### src/rtl/punit_mdu_pkg.sv
`default_nettype none
// ============================================================================
// Module   : punit_mdu_pkg
// Brief    : Shared encodings for the processing unit: ALU opcodes, writeback
//            source selects, MDU operation codes and MDU sequencer states.
// Revision : 1.0  initial release
// ============================================================================
package punit_mdu_pkg;

    typedef enum logic [3:0] {
        ALU_ADD  = 4'd0,
        ALU_ADC  = 4'd1,
        ALU_SUB  = 4'd2,
        ALU_SBC  = 4'd3,
        ALU_AND  = 4'd4,
        ALU_OR   = 4'd5,
        ALU_XOR  = 4'd6,
        ALU_ANDN = 4'd7,
        ALU_SHL  = 4'd8,
        ALU_SHR  = 4'd9,
        ALU_ROL  = 4'd10,
        ALU_ROR  = 4'd11,
        ALU_PASS = 4'd12
    } alu_op_e;

    typedef enum logic [1:0] {
        MUX_ALU  = 2'd0,
        MUX_DATA = 2'd1,
        MUX_PORT = 2'd2,
        MUX_MDU  = 2'd3
    } regmux_e;

    typedef enum logic [1:0] {
        MOP_MULL = 2'd0,
        MOP_MULH = 2'd1,
        MOP_DIVQ = 2'd2,
        MOP_DIVR = 2'd3
    } mop_e;

    typedef enum logic [1:0] {
        MDU_IDLE = 2'd0,
        MDU_RUN  = 2'd1,
        MDU_DONE = 2'd2
    } mdu_state_e;

endpackage
`default_nettype wire

### src/rtl/punit_mdu_seq.sv
`default_nettype none
// ============================================================================
// Module   : punit_mdu_seq
// Brief    : Bit-serial multiply/divide unit. Shift-add multiply and restoring
//            divide, one bit per enabled cycle, sharing one hi/lo register pair.
// Revision : 1.0  initial release
// ============================================================================
module punit_mdu_seq
    import punit_mdu_pkg::*;
#(
    parameter int DATA_W = 8
) (
    input  logic              clk_i,
    input  logic              rst_i,
    input  logic              en_i,
    input  logic              start_i,
    input  logic [1:0]        mop_i,
    input  logic [DATA_W-1:0] a_i,
    input  logic [DATA_W-1:0] b_i,
    output logic              busy_o,
    output logic              done_o,
    output logic [DATA_W-1:0] res_o,
    output logic              c_o
);

    localparam int CNT_W = $clog2(DATA_W);

    mdu_state_e        state_q, state_d;
    logic [CNT_W-1:0]  cnt_q;
    logic [DATA_W-1:0] a_q, b_q, hi_q, lo_q, res_q;
    mop_e              mop_q;
    logic              dz_q, c_q;

    logic              accept, last, is_div;
    logic [DATA_W:0]   sum, trial, diff;
    logic [DATA_W-1:0] hi_d, lo_d, res_d;
    logic              c_d;

    assign accept = (state_q == MDU_IDLE) && en_i && start_i;
    assign is_div = (mop_q == MOP_DIVQ) || (mop_q == MOP_DIVR);
    // Divide by zero short-circuits after a single RUN cycle.
    assign last   = dz_q || (cnt_q == CNT_W'(DATA_W - 1));

    // One iteration of the serial datapath plus result/carry selection.
    always_comb begin
        sum   = {1'b0, hi_q} + {1'b0, (lo_q[0] ? a_q : '0)};
        trial = {hi_q, lo_q[DATA_W-1]};
        diff  = trial - {1'b0, b_q};
        hi_d  = '0;
        lo_d  = '0;
        if (is_div) begin
            // A clear borrow bit means the trial remainder covers the divisor.
            if (!diff[DATA_W]) begin
                hi_d = diff[DATA_W-1:0];
                lo_d = {lo_q[DATA_W-2:0], 1'b1};
            end else begin
                hi_d = trial[DATA_W-1:0];
                lo_d = {lo_q[DATA_W-2:0], 1'b0};
            end
        end else begin
            hi_d = sum[DATA_W:1];
            lo_d = {sum[0], lo_q[DATA_W-1:1]};
        end
        res_d = '0;
        if (dz_q) begin
            res_d = (mop_q == MOP_DIVQ) ? '1 : a_q;
        end else begin
            case (mop_q)
                MOP_MULL: res_d = lo_d;
                MOP_MULH: res_d = hi_d;
                MOP_DIVQ: res_d = lo_d;
                default:  res_d = hi_d;
            endcase
        end
        c_d = is_div ? dz_q : (hi_d != '0);
    end

    // Sequencer next-state logic.
    always_comb begin
        state_d = state_q;
        case (state_q)
            MDU_IDLE: if (accept) state_d = MDU_RUN;
            MDU_RUN:  if (en_i && last) state_d = MDU_DONE;
            MDU_DONE: if (en_i) state_d = MDU_IDLE;
            default:  state_d = MDU_IDLE;
        endcase
    end

    // Sequencer state register.
    always_ff @(posedge clk_i or posedge rst_i) begin
        if (rst_i) state_q <= MDU_IDLE;
        else       state_q <= state_d;
    end

    // Operand latch, serial iteration and result capture at completion.
    always_ff @(posedge clk_i or posedge rst_i) begin
        if (rst_i) begin
            cnt_q <= '0;
            a_q   <= '0;
            b_q   <= '0;
            hi_q  <= '0;
            lo_q  <= '0;
            res_q <= '0;
            mop_q <= MOP_MULL;
            dz_q  <= 1'b0;
            c_q   <= 1'b0;
        end else if (en_i) begin
            if (accept) begin
                a_q   <= a_i;
                b_q   <= b_i;
                mop_q <= mop_e'(mop_i);
                dz_q  <= mop_i[1] && (b_i == '0);
                cnt_q <= '0;
                hi_q  <= '0;
                lo_q  <= mop_i[1] ? a_i : b_i;
            end else if (state_q == MDU_RUN) begin
                hi_q  <= hi_d;
                lo_q  <= lo_d;
                cnt_q <= cnt_q + CNT_W'(1);
                if (last) begin
                    res_q <= res_d;
                    c_q   <= c_d;
                end
            end
        end
    end

    assign busy_o = (state_q == MDU_RUN);
    assign done_o = (state_q == MDU_DONE);
    assign res_o  = res_q;
    assign c_o    = c_q;

endmodule
`default_nettype wire

### src/rtl/punit_mdu.sv
`default_nettype none
// ============================================================================
// Module   : punit_mdu
// Brief    : Processing unit slice: register file, ALU with carry/zero flags
//            and interrupt shadow, plus a bit-serial multiply/divide unit.
// Revision : 1.0  initial release
// ============================================================================
module punit_mdu
    import punit_mdu_pkg::*;
#(
    parameter int DATA_W = 8,
    parameter int NREG   = 8
) (
    input  logic                        clk_i,
    input  logic                        rst_i,
    input  logic                        ClkEn_i,
    input  logic [$clog2(NREG)-1:0]     rs_i,
    input  logic [$clog2(NREG)-1:0]     rs2_i,
    input  logic [$clog2(NREG)-1:0]     rd_i,
    input  logic [DATA_W-1:0]           immed_i,
    input  logic [$clog2(DATA_W)-1:0]   count_i,
    input  logic                        op2_c_i,
    input  logic [3:0]                  ALUOp_c_i,
    input  logic [1:0]                  RegMux_c_i,
    input  logic [DATA_W-1:0]           data_dat_i,
    input  logic [DATA_W-1:0]           port_data_i,
    input  logic                        RegWrt_c_i,
    input  logic                        ALUFR_c_i,
    input  logic                        int_c_i,
    input  logic                        reti_c_i,
    input  logic                        start_i,
    input  logic [1:0]                  mop_i,
    output logic                        busy_o,
    output logic                        done_o,
    output logic [DATA_W-1:0]           res_o,
    output logic [DATA_W-1:0]           mdu_o,
    output logic                        ccC_o,
    output logic                        ccZ_o
);

    logic [DATA_W-1:0] regs_q [NREG];
    logic              c_q, z_q, cs_q, zs_q;

    logic [DATA_W-1:0] op1, op2, alu_res, wb_data, mdu_res;
    logic              alu_c, alu_z, mdu_c, mdu_done;

    assign op1 = regs_q[rs_i];
    assign op2 = op2_c_i ? immed_i : regs_q[rs2_i];

    // ALU: result and carry for the selected operation.
    always_comb begin
        alu_res = '0;
        alu_c   = 1'b0;
        case (alu_op_e'(ALUOp_c_i))
            ALU_ADD:  {alu_c, alu_res} = {1'b0, op1} + {1'b0, op2};
            ALU_ADC:  {alu_c, alu_res} = {1'b0, op1} + {1'b0, op2} + (DATA_W+1)'(c_q);
            ALU_SUB:  {alu_c, alu_res} = {1'b0, op1} - {1'b0, op2};
            ALU_SBC:  {alu_c, alu_res} = {1'b0, op1} - {1'b0, op2} - (DATA_W+1)'(c_q);
            ALU_AND:  alu_res = op1 & op2;
            ALU_OR:   alu_res = op1 | op2;
            ALU_XOR:  alu_res = op1 ^ op2;
            ALU_ANDN: alu_res = op1 & ~op2;
            // The extra bit beyond the word catches the last bit shifted out.
            ALU_SHL:  {alu_c, alu_res} = {1'b0, op1} << count_i;
            ALU_SHR:  {alu_res, alu_c} = {op1, 1'b0} >> count_i;
            ALU_ROL: begin
                alu_res = (op1 << count_i) | (op1 >> (DATA_W - int'(count_i)));
                alu_c   = (count_i != '0) && alu_res[0];
            end
            ALU_ROR: begin
                alu_res = (op1 >> count_i) | (op1 << (DATA_W - int'(count_i)));
                alu_c   = (count_i != '0) && alu_res[DATA_W-1];
            end
            default:  alu_res = op2;
        endcase
    end

    assign alu_z = (alu_res == '0);

    // Writeback source select.
    always_comb begin
        case (regmux_e'(RegMux_c_i))
            MUX_ALU:  wb_data = alu_res;
            MUX_DATA: wb_data = data_dat_i;
            MUX_PORT: wb_data = port_data_i;
            default:  wb_data = mdu_res;
        endcase
    end

    // Register file; entry 0 is never written so it always reads zero.
    always_ff @(posedge clk_i or posedge rst_i) begin
        if (rst_i) begin
            for (int i = 0; i < NREG; i++) regs_q[i] <= '0;
        end else if (ClkEn_i && RegWrt_c_i && (rd_i != '0)) begin
            regs_q[rd_i] <= wb_data;
        end
    end

    // Live flags and interrupt shadow; restore beats MDU beats ALU load.
    always_ff @(posedge clk_i or posedge rst_i) begin
        if (rst_i) begin
            c_q  <= 1'b0;
            z_q  <= 1'b0;
            cs_q <= 1'b0;
            zs_q <= 1'b0;
        end else if (ClkEn_i) begin
            if (int_c_i) begin
                cs_q <= c_q;
                zs_q <= z_q;
            end
            if (reti_c_i) begin
                c_q <= cs_q;
                z_q <= zs_q;
            end else if (mdu_done) begin
                c_q <= mdu_c;
                z_q <= (mdu_res == '0);
            end else if (ALUFR_c_i) begin
                c_q <= alu_c;
                z_q <= alu_z;
            end
        end
    end

    punit_mdu_seq #(
        .DATA_W (DATA_W)
    ) u_seq (
        .clk_i   (clk_i),
        .rst_i   (rst_i),
        .en_i    (ClkEn_i),
        .start_i (start_i),
        .mop_i   (mop_i),
        .a_i     (op1),
        .b_i     (op2),
        .busy_o  (busy_o),
        .done_o  (mdu_done),
        .res_o   (mdu_res),
        .c_o     (mdu_c)
    );

    assign done_o = mdu_done;
    assign res_o  = alu_res;
    assign mdu_o  = mdu_res;
    assign ccC_o  = c_q;
    assign ccZ_o  = z_q;

endmodule
`default_nettype wire

### config.mk
export PLATFORM = sky130hd
export DESIGN_NAME = punit_mdu
export DESIGN_NICKNAME = d
export VERILOG_FILES = /design/src/rtl/punit_mdu_pkg.sv /design/src/rtl/punit_mdu_seq.sv /design/src/rtl/punit_mdu.sv
export SDC_FILE = /design/constraint.sdc
export NUM_CORES = 1
export LEC_CHECK = 0
export ABC_AREA = 1
export BUFFER_PORTS_ARGS = -buffer_cell sky130_fd_sc_hd__buf_2
export CAP_MARGIN = 20
export CORE_ASPECT_RATIO = 1.5
export CORE_MARGIN = 8
export CORE_UTILIZATION = 40
export DETAILED_ROUTE_END_ITERATION = 6
export PLACE_DENSITY = 0.59
export REMOVE_ABC_BUFFERS = 1
export SYNTH_ARGS = -nofsm -noshare
export SYNTH_HDL_FRONTEND = slang
export SYNTH_SLANG_ARGS = --single-unit
### constraint.sdc
create_clock -name clk_i -period 8.99 [get_ports clk_i]
set_input_delay 1.798 -clock clk_i [delete_from_list [all_inputs] [get_ports clk_i]]
set_output_delay 1.798 -clock clk_i [all_outputs]
set_load 0.01 [all_outputs]
## Yosys cells after proc, flatten, opt, wreduce, memory -nomap -nowiden

Cells that the tools add are included.

| storage, ports and cells | value |
|---|---|
| bits in registers | 117 |
| bits of input ports | 53 |
| output and inout bits | 20 |
| word-level logic and storage cells | 141 |

| operators by class | value |
|---|---|
| add/subtract/negate cells | 8 |
| $lt $le $gt $ge | 4 |
| equal/unequal tests | 21 |
| shifts and indexed selects | 6 |
| multiplexer cells | 39 |
| bitwise gates (word level) | 11 |
| reductions and logical operators | 30 |

Operators with widths:

| cell | number |
|---|---|
| $mux 8 | 18 |
| $pmux 8 s12 | 1 |
| $bwmux 64 | 1 |
| $bmux 8 s3 | 2 |
| $shl 8x32->8 | 1 |
| $shr 8x32->8 | 1 |
| $demux 8 s3 | 1 |
| $logic_not 8->1 | 3 |
| $or 8x8->8 | 3 |
| $pmux 8 s3 | 1 |
| $add 8x8->9 | 2 |
| $and 8x8->8 | 2 |
| $eq 4x3->1 const B | 4 |
| $eq 4x4->1 const B | 4 |
| $ge 4x4->1 const B | 3 |
| $not 3->4 | 3 |
| $add 9x1->9 | 1 |
| $logic_and 1x1->1 | 9 |
| $reduce_bool 3->1 | 3 |
| $shl 8x3->9 | 1 |
| $shr 9x3->9 | 1 |
| $sub 8x8->9 | 1 |
| $sub 9x1->9 | 1 |
| $sub 9x8->9 | 1 |
| 29 further kinds | 51 |

## Longest topological paths before layout

| depth | value |
|---|---|
| depth after elaboration | 12 |
| depth in mapped cells | 33 |
| depth with buffers taken out | 30 |

## Cells and area by module

A second synthesis with hierarchy kept.

| unflattened totals | value |
|---|---|
| cell total of the unflattened synthesis | 1706 |
| area total of the unflattened synthesis | 10933.0 um^2 |

Modules (own cells, without submodules):

| module | times used | cells an instance | area each (um^2) |
|---|---|---|---|
| punit_mdu | 1 | 1230 | 7522.2 |
| punit_mdu_seq | 1 | 476 | 3410.8 |

## Worst setup path before layout

OpenSTA, ideal clock, no wires.

| timing | value |
|---|---|
| kind | input-to-output |
| from | in rs2_i[0] |
| to | out res_o[6] |
| data arrival time | 4.693 ns |
| slack | 2.499 ns |
| stages on the path | 23 |
| path buffers | 3 |
| path through | buf_4 -> buf_2 -> buf_2 -> o211ai_1 -> nand3_1 -> nand3_1 -> nand2_1 -> ha_1 -> fa_1 -> ha_1 -> inv_1 -> nor2_1 -> nand3_1 -> or2_1 -> nor2_1 -> inv_1 -> nand3_1 -> nand3_1 -> nand2_1 -> inv_1 -> nand3_1 -> nand2_1 -> inv_2 |

| on the way | value |
|---|---|
| word-level cells in the longest chain between the ends | 8 |
| elaborated cells between the ends (all ways) | 15 |
| classes of those cells | add/sub (4); mux (5); bitwise (6) |

RTL lines:

| item | RTL line | source |
|---|---|---|
| start: declaration | punit_mdu.sv:18 | `input logic [$clog2(NREG)-1:0] rs2_i,` |
| $not 3->4 (implied by the code) * | punit_mdu.sv:48 | `assign op2 = op2_c_i ? immed_i : regs_q[rs2_i];` |
| $bmux 8 s3 * | punit_mdu.sv:48 |  |
| $mux 8 (implied by the code) * (2 in a row) | punit_mdu.sv:48 |  |
| $mux 8 * | punit_mdu.sv:48 |  |
| via op2[0] | punit_mdu.sv:44 | `logic [DATA_W-1:0] op1, op2, alu_res, wb_data, mdu_res;` |
| $sub 8x8->9 or $add 8x8->9 (tied branches) | -- |  |
| $sub 9x1->9 or $add 9x1->9 (tied branches) | punit_mdu.sv:58, punit_mdu.sv:56 |  |
| $pmux 8 s12 * | punit_mdu.sv:54 | `case (alu_op_e'(ALUOp_c_i))` |
| end: declaration | punit_mdu.sv:35 | `output logic [DATA_W-1:0] res_o,` |

Mark *: on every way through the listed nets, which the timed path passes. The rest lies on a longest branch. The select of a mux whose other input is x is not followed.

## Worst setup path in the final report

| timing | value |
|---|---|
| from | in rs2_i[0] |
| to | out res_o[7] |

Same word-level chain as after synthesis.

==> results.md <==
* Outcome: finished, final reports clean
* IO Pins at 73
* Grt total ovfl at 0
* Htree depth at 4
* Switching Share at between 40% and 50%
* Reg power frac at 27.2%
* Synth cell types at 47
* Yosys reg bits at about 120
* Max cap viols at 0
* Post-CTS Setup Repair Bufs at 0
* DP HPWL at 31400 µm
* Primary FF master, synth: dfrtp_1
* Dpl ws at 1.44 ns
* Leading area contributor after synthesis: dfrtp_1
* Fraction of the cycle the final worst path needs at between 80% and 90%
* Post-synth EDFFs at 0
* Cts bufs inserted at 17
* Cts hold-fix bufs at 0
* Worst-skew pair later-pin latency at around 0.42 ns
* Initial DRC Count at around 1000
* Pin count of the biggest net entering global routing at 70
* Crit Path Class: primary input to output port
* Detail Route Antenna Nets at 0
* Warnings from Yosys at 0
* CP required at approximately 7.2 ns
* Clock power frac at a little under a quarter
* Top post-synthesis cells by area: dfrtp_1 (28%), nand2_1 (17%), nand3_1 (9.7%), inv_1 (7.5%), ha_1 (5.8%)
* Commonest cells in the netlist: nand2_1 (477), inv_1 (212), nand3_1 (205)
* Worst setup margin at roughly 1.4 ns
* CTS clk-pin slew, worst paths at approximately 0.060 ns
* Mapped Area at 10600 µm²
* Slowest-stage cell, CP: buf_2
* Clock Skews at ~0.008 ns
* Tightest Pin Transition at ~1.1 ns
* Most frequent CP cell: nand3_1
* Internal at 1.64 mW
* Root Driver: clkbuf_16
* # DRC at 0
* Max frequency at around 130 MHz
* NetSw at approximately 1.4 mW
* Setup violations, final at 0
* CP Capture Type: output port
* Final GP Congestion at approximately 0.99
* DRT Pass-1 Iters at 5
* GRT Overall Usage at 25.0%
* Final WL at between 30000 and 40000 µm
* Slowest stage delay, CP at ~0.56 ns
* Post-synthesis mux area share at 0%
* Seq/Total Area, Yosys at between 20 and 30%
* Site Rows at 73
* Largest family of logic cells by synthesized area: simple AND/OR/NAND/NOR gates
* Wire length of the first global-routing pass at 61700 µm
* Syn-to-layout area delta at 10.9%
* Total power at 3.05 mW
* Die W at around 150 µm
* Final hold viol count at 0
* Critical path peak fanout at 44
* Hold Path Class: flop to flop
* Initial antenna violation count at 0
* Vias in the first global route at around 11000
* Starting Density at 40.3%
* Critical path cell sequence: buf_2 -> inv_2 -> a21oi_1 -> o21ai_0 -> nand3_1 -> nand3_1 -> nand2_1 -> inv_1 -> ha_1 -> a21oi_1 -> nand3b_1 -> nand3_1 -> a21oi_1 -> nand3_1 -> nand3_1 -> nand2_1 -> nor2_1 -> nand2_1 -> nor2_2 -> nand2_2 -> nand2_1 -> inv_1 -> buf_2
* Antenna cells at 0
* Avg Cell Area, Syn at 6.37 µm²
* TNS Setup at 0 ns
* Synth Area in Adders at roughly 6.6%
* Slew HR at roughly 25%
* Leakage power at 6.00 nW
* Resize count post-CTS at 0
* Synth top area share at between 20% and 30%
* Sink Count at about 120
* Die Ht at ~220 µm
* Pwr/cell area at ~260 nW/µm²
* Fin nets at 1799
* Layout cells sized above 1 at a little under an eighth
* Vias at about 11000
* Post-Synth XOR/XNOR Area at less than 1%
* Slew Viols, Final at 0
* Die ar. at ~32000 µm²
* Simple-gate portion of the synthesized area at between 30% and 40%
* Crit path DAT at ~5.8 ns
* Worst-case clock buffer depth at 2
* Compound-gate portion of the synthesized area at 15.7%
* CTS tree: yes
* Most common cell in the netlist: nand2_1
* Comb power frac at around half
* WL/cell at around 20 µm
* RSZ-0062 raised after global routing: no
* Final Critical Period at approximately 7.6 ns
* CP Launch Type: primary input
* Asr flop ratio synth at 100%
* CORE AREA at around 26000 µm²
* Vias per cell at ~5.5
* Mapped Cells at about 1700
* Port Buf Inserts at 72
* VDD IR max at ~160 µV
==> cells by family (layout without fill, tap and decap cells) <==
logic type,after synthesis,count (layout)
XOR/XNOR,10,10
adder cells (fa/ha/maj),53,53
AND/OR/NAND/NOR,892,892
buffers and inverters,295,343
AO/OA/AOI/OAI,291,291
flip-flops,117,117
==> cell type report <==
class	count	area [µm²]
Fill cell	2811	14500
Multi-Input combinational cell	1246	6460
Sequential cell	117	2930
Inverter	229	862
Clock buffer	20	457
Timing Repair Buffer	82	439
Tap cell	337	422
Clock inverter	12	154
==> metal layers <==
layer,vias up,track usage (%),part of all wire [%]
met4,0,13.1,5.2
li1,5463,-,-
met2,396,43.1,50
met3,100,3.13,4.9
met1,5287,29.6,40
met5,-,0,0
==> power groups by stage <==
stage	Clock (mW)	Sequential, mW	Combinational, mW
finish	0.713	0.831	1.51
global route	0.746	0.850	1.70
CTS	0.718	0.828	1.51
detailed placement	0	0.835	1.49
global placement	0	0.834	1.48
floorplan	0	0.807	1.03
==> through the flow <==
step                cells  instance area [µm²]  hold WS (ns)  util (%)
finish               2043                11700         0.395      44.7
global route         2043                11700         0.401      44.7
CTS                  2043                11700         0.383      44.7
detailed placement   2011                11100         0.370      42.4
global placement     2010                11100         0.368      42.3
floorplan            1592                10200         0.354         -
==> flip-flops by register name, indices dropped and copies added, names as in the netlist, 2 cells and up <==
register	flops
regs_q	64
u_seq.a_q	8
u_seq.b_q	8
u_seq.cnt_q	3
u_seq.hi_q	8
u_seq.lo_q	8
u_seq.mop_q	2
u_seq.res_o	8
u_seq.state_q	2
==> cell usage in the layout, fill, tap and decap left out, types with 3 or more instances in the layout <==
master / n
a21oi_1: 75
or2_1: 3
o2111ai_2: 3
dfrtp_1: 117
o211ai_1: 32
buf_2: 72
clkinv_4: 3
nand3_1: 205
nor2_1: 122
o22ai_1: 4
nand3_2: 22
xor2_1: 8
a211oi_1: 4
a31oi_1: 3
nand4_1: 13
fa_1: 4
clkinvlp_4: 3
o21ai_1: 52
ha_1: 49
buf_4: 9
nor3_1: 6
inv_1: 211
o21bai_1: 3
nand2_2: 22
clkinv_2: 3
nand2_4: 4
o21ai_0: 104
nand3_4: 7
bufinv_16: 3
clkbuf_16: 17
nand2_1: 477
inv_2: 15
==> final timing paths <==
| kind | start | end | slack (ns) | cells past startpoint |
|---|---|---|---|---|
| max in group asynchronous | rst_i | u_seq.b_q[7] | 6.12 | 3 |
| max | rs2_i[0] | res_o[7] | 1.41 | 23 |
| min reg2reg | regs_q[61] | regs_q[61] | 0.40 | 0 |
| min | regs_q[61] | regs_q[61] | 0.40 | 0 |
| min in group asynchronous | rst_i | u_seq.cnt_q[0] | 1.47 | 2 |
| max reg2reg | regs_q[16] | regs_q[2] | 4.72 | 23 |
==> critical path, delay by kind of cell <==
kind            cells  cell delay [ns]
fa+ha+maj           1             0.44
buf+inv             5             1.18
simple gates       13             1.48
compound gates      4             0.84
No activity file was read; power rests on OpenSTA's default activity.
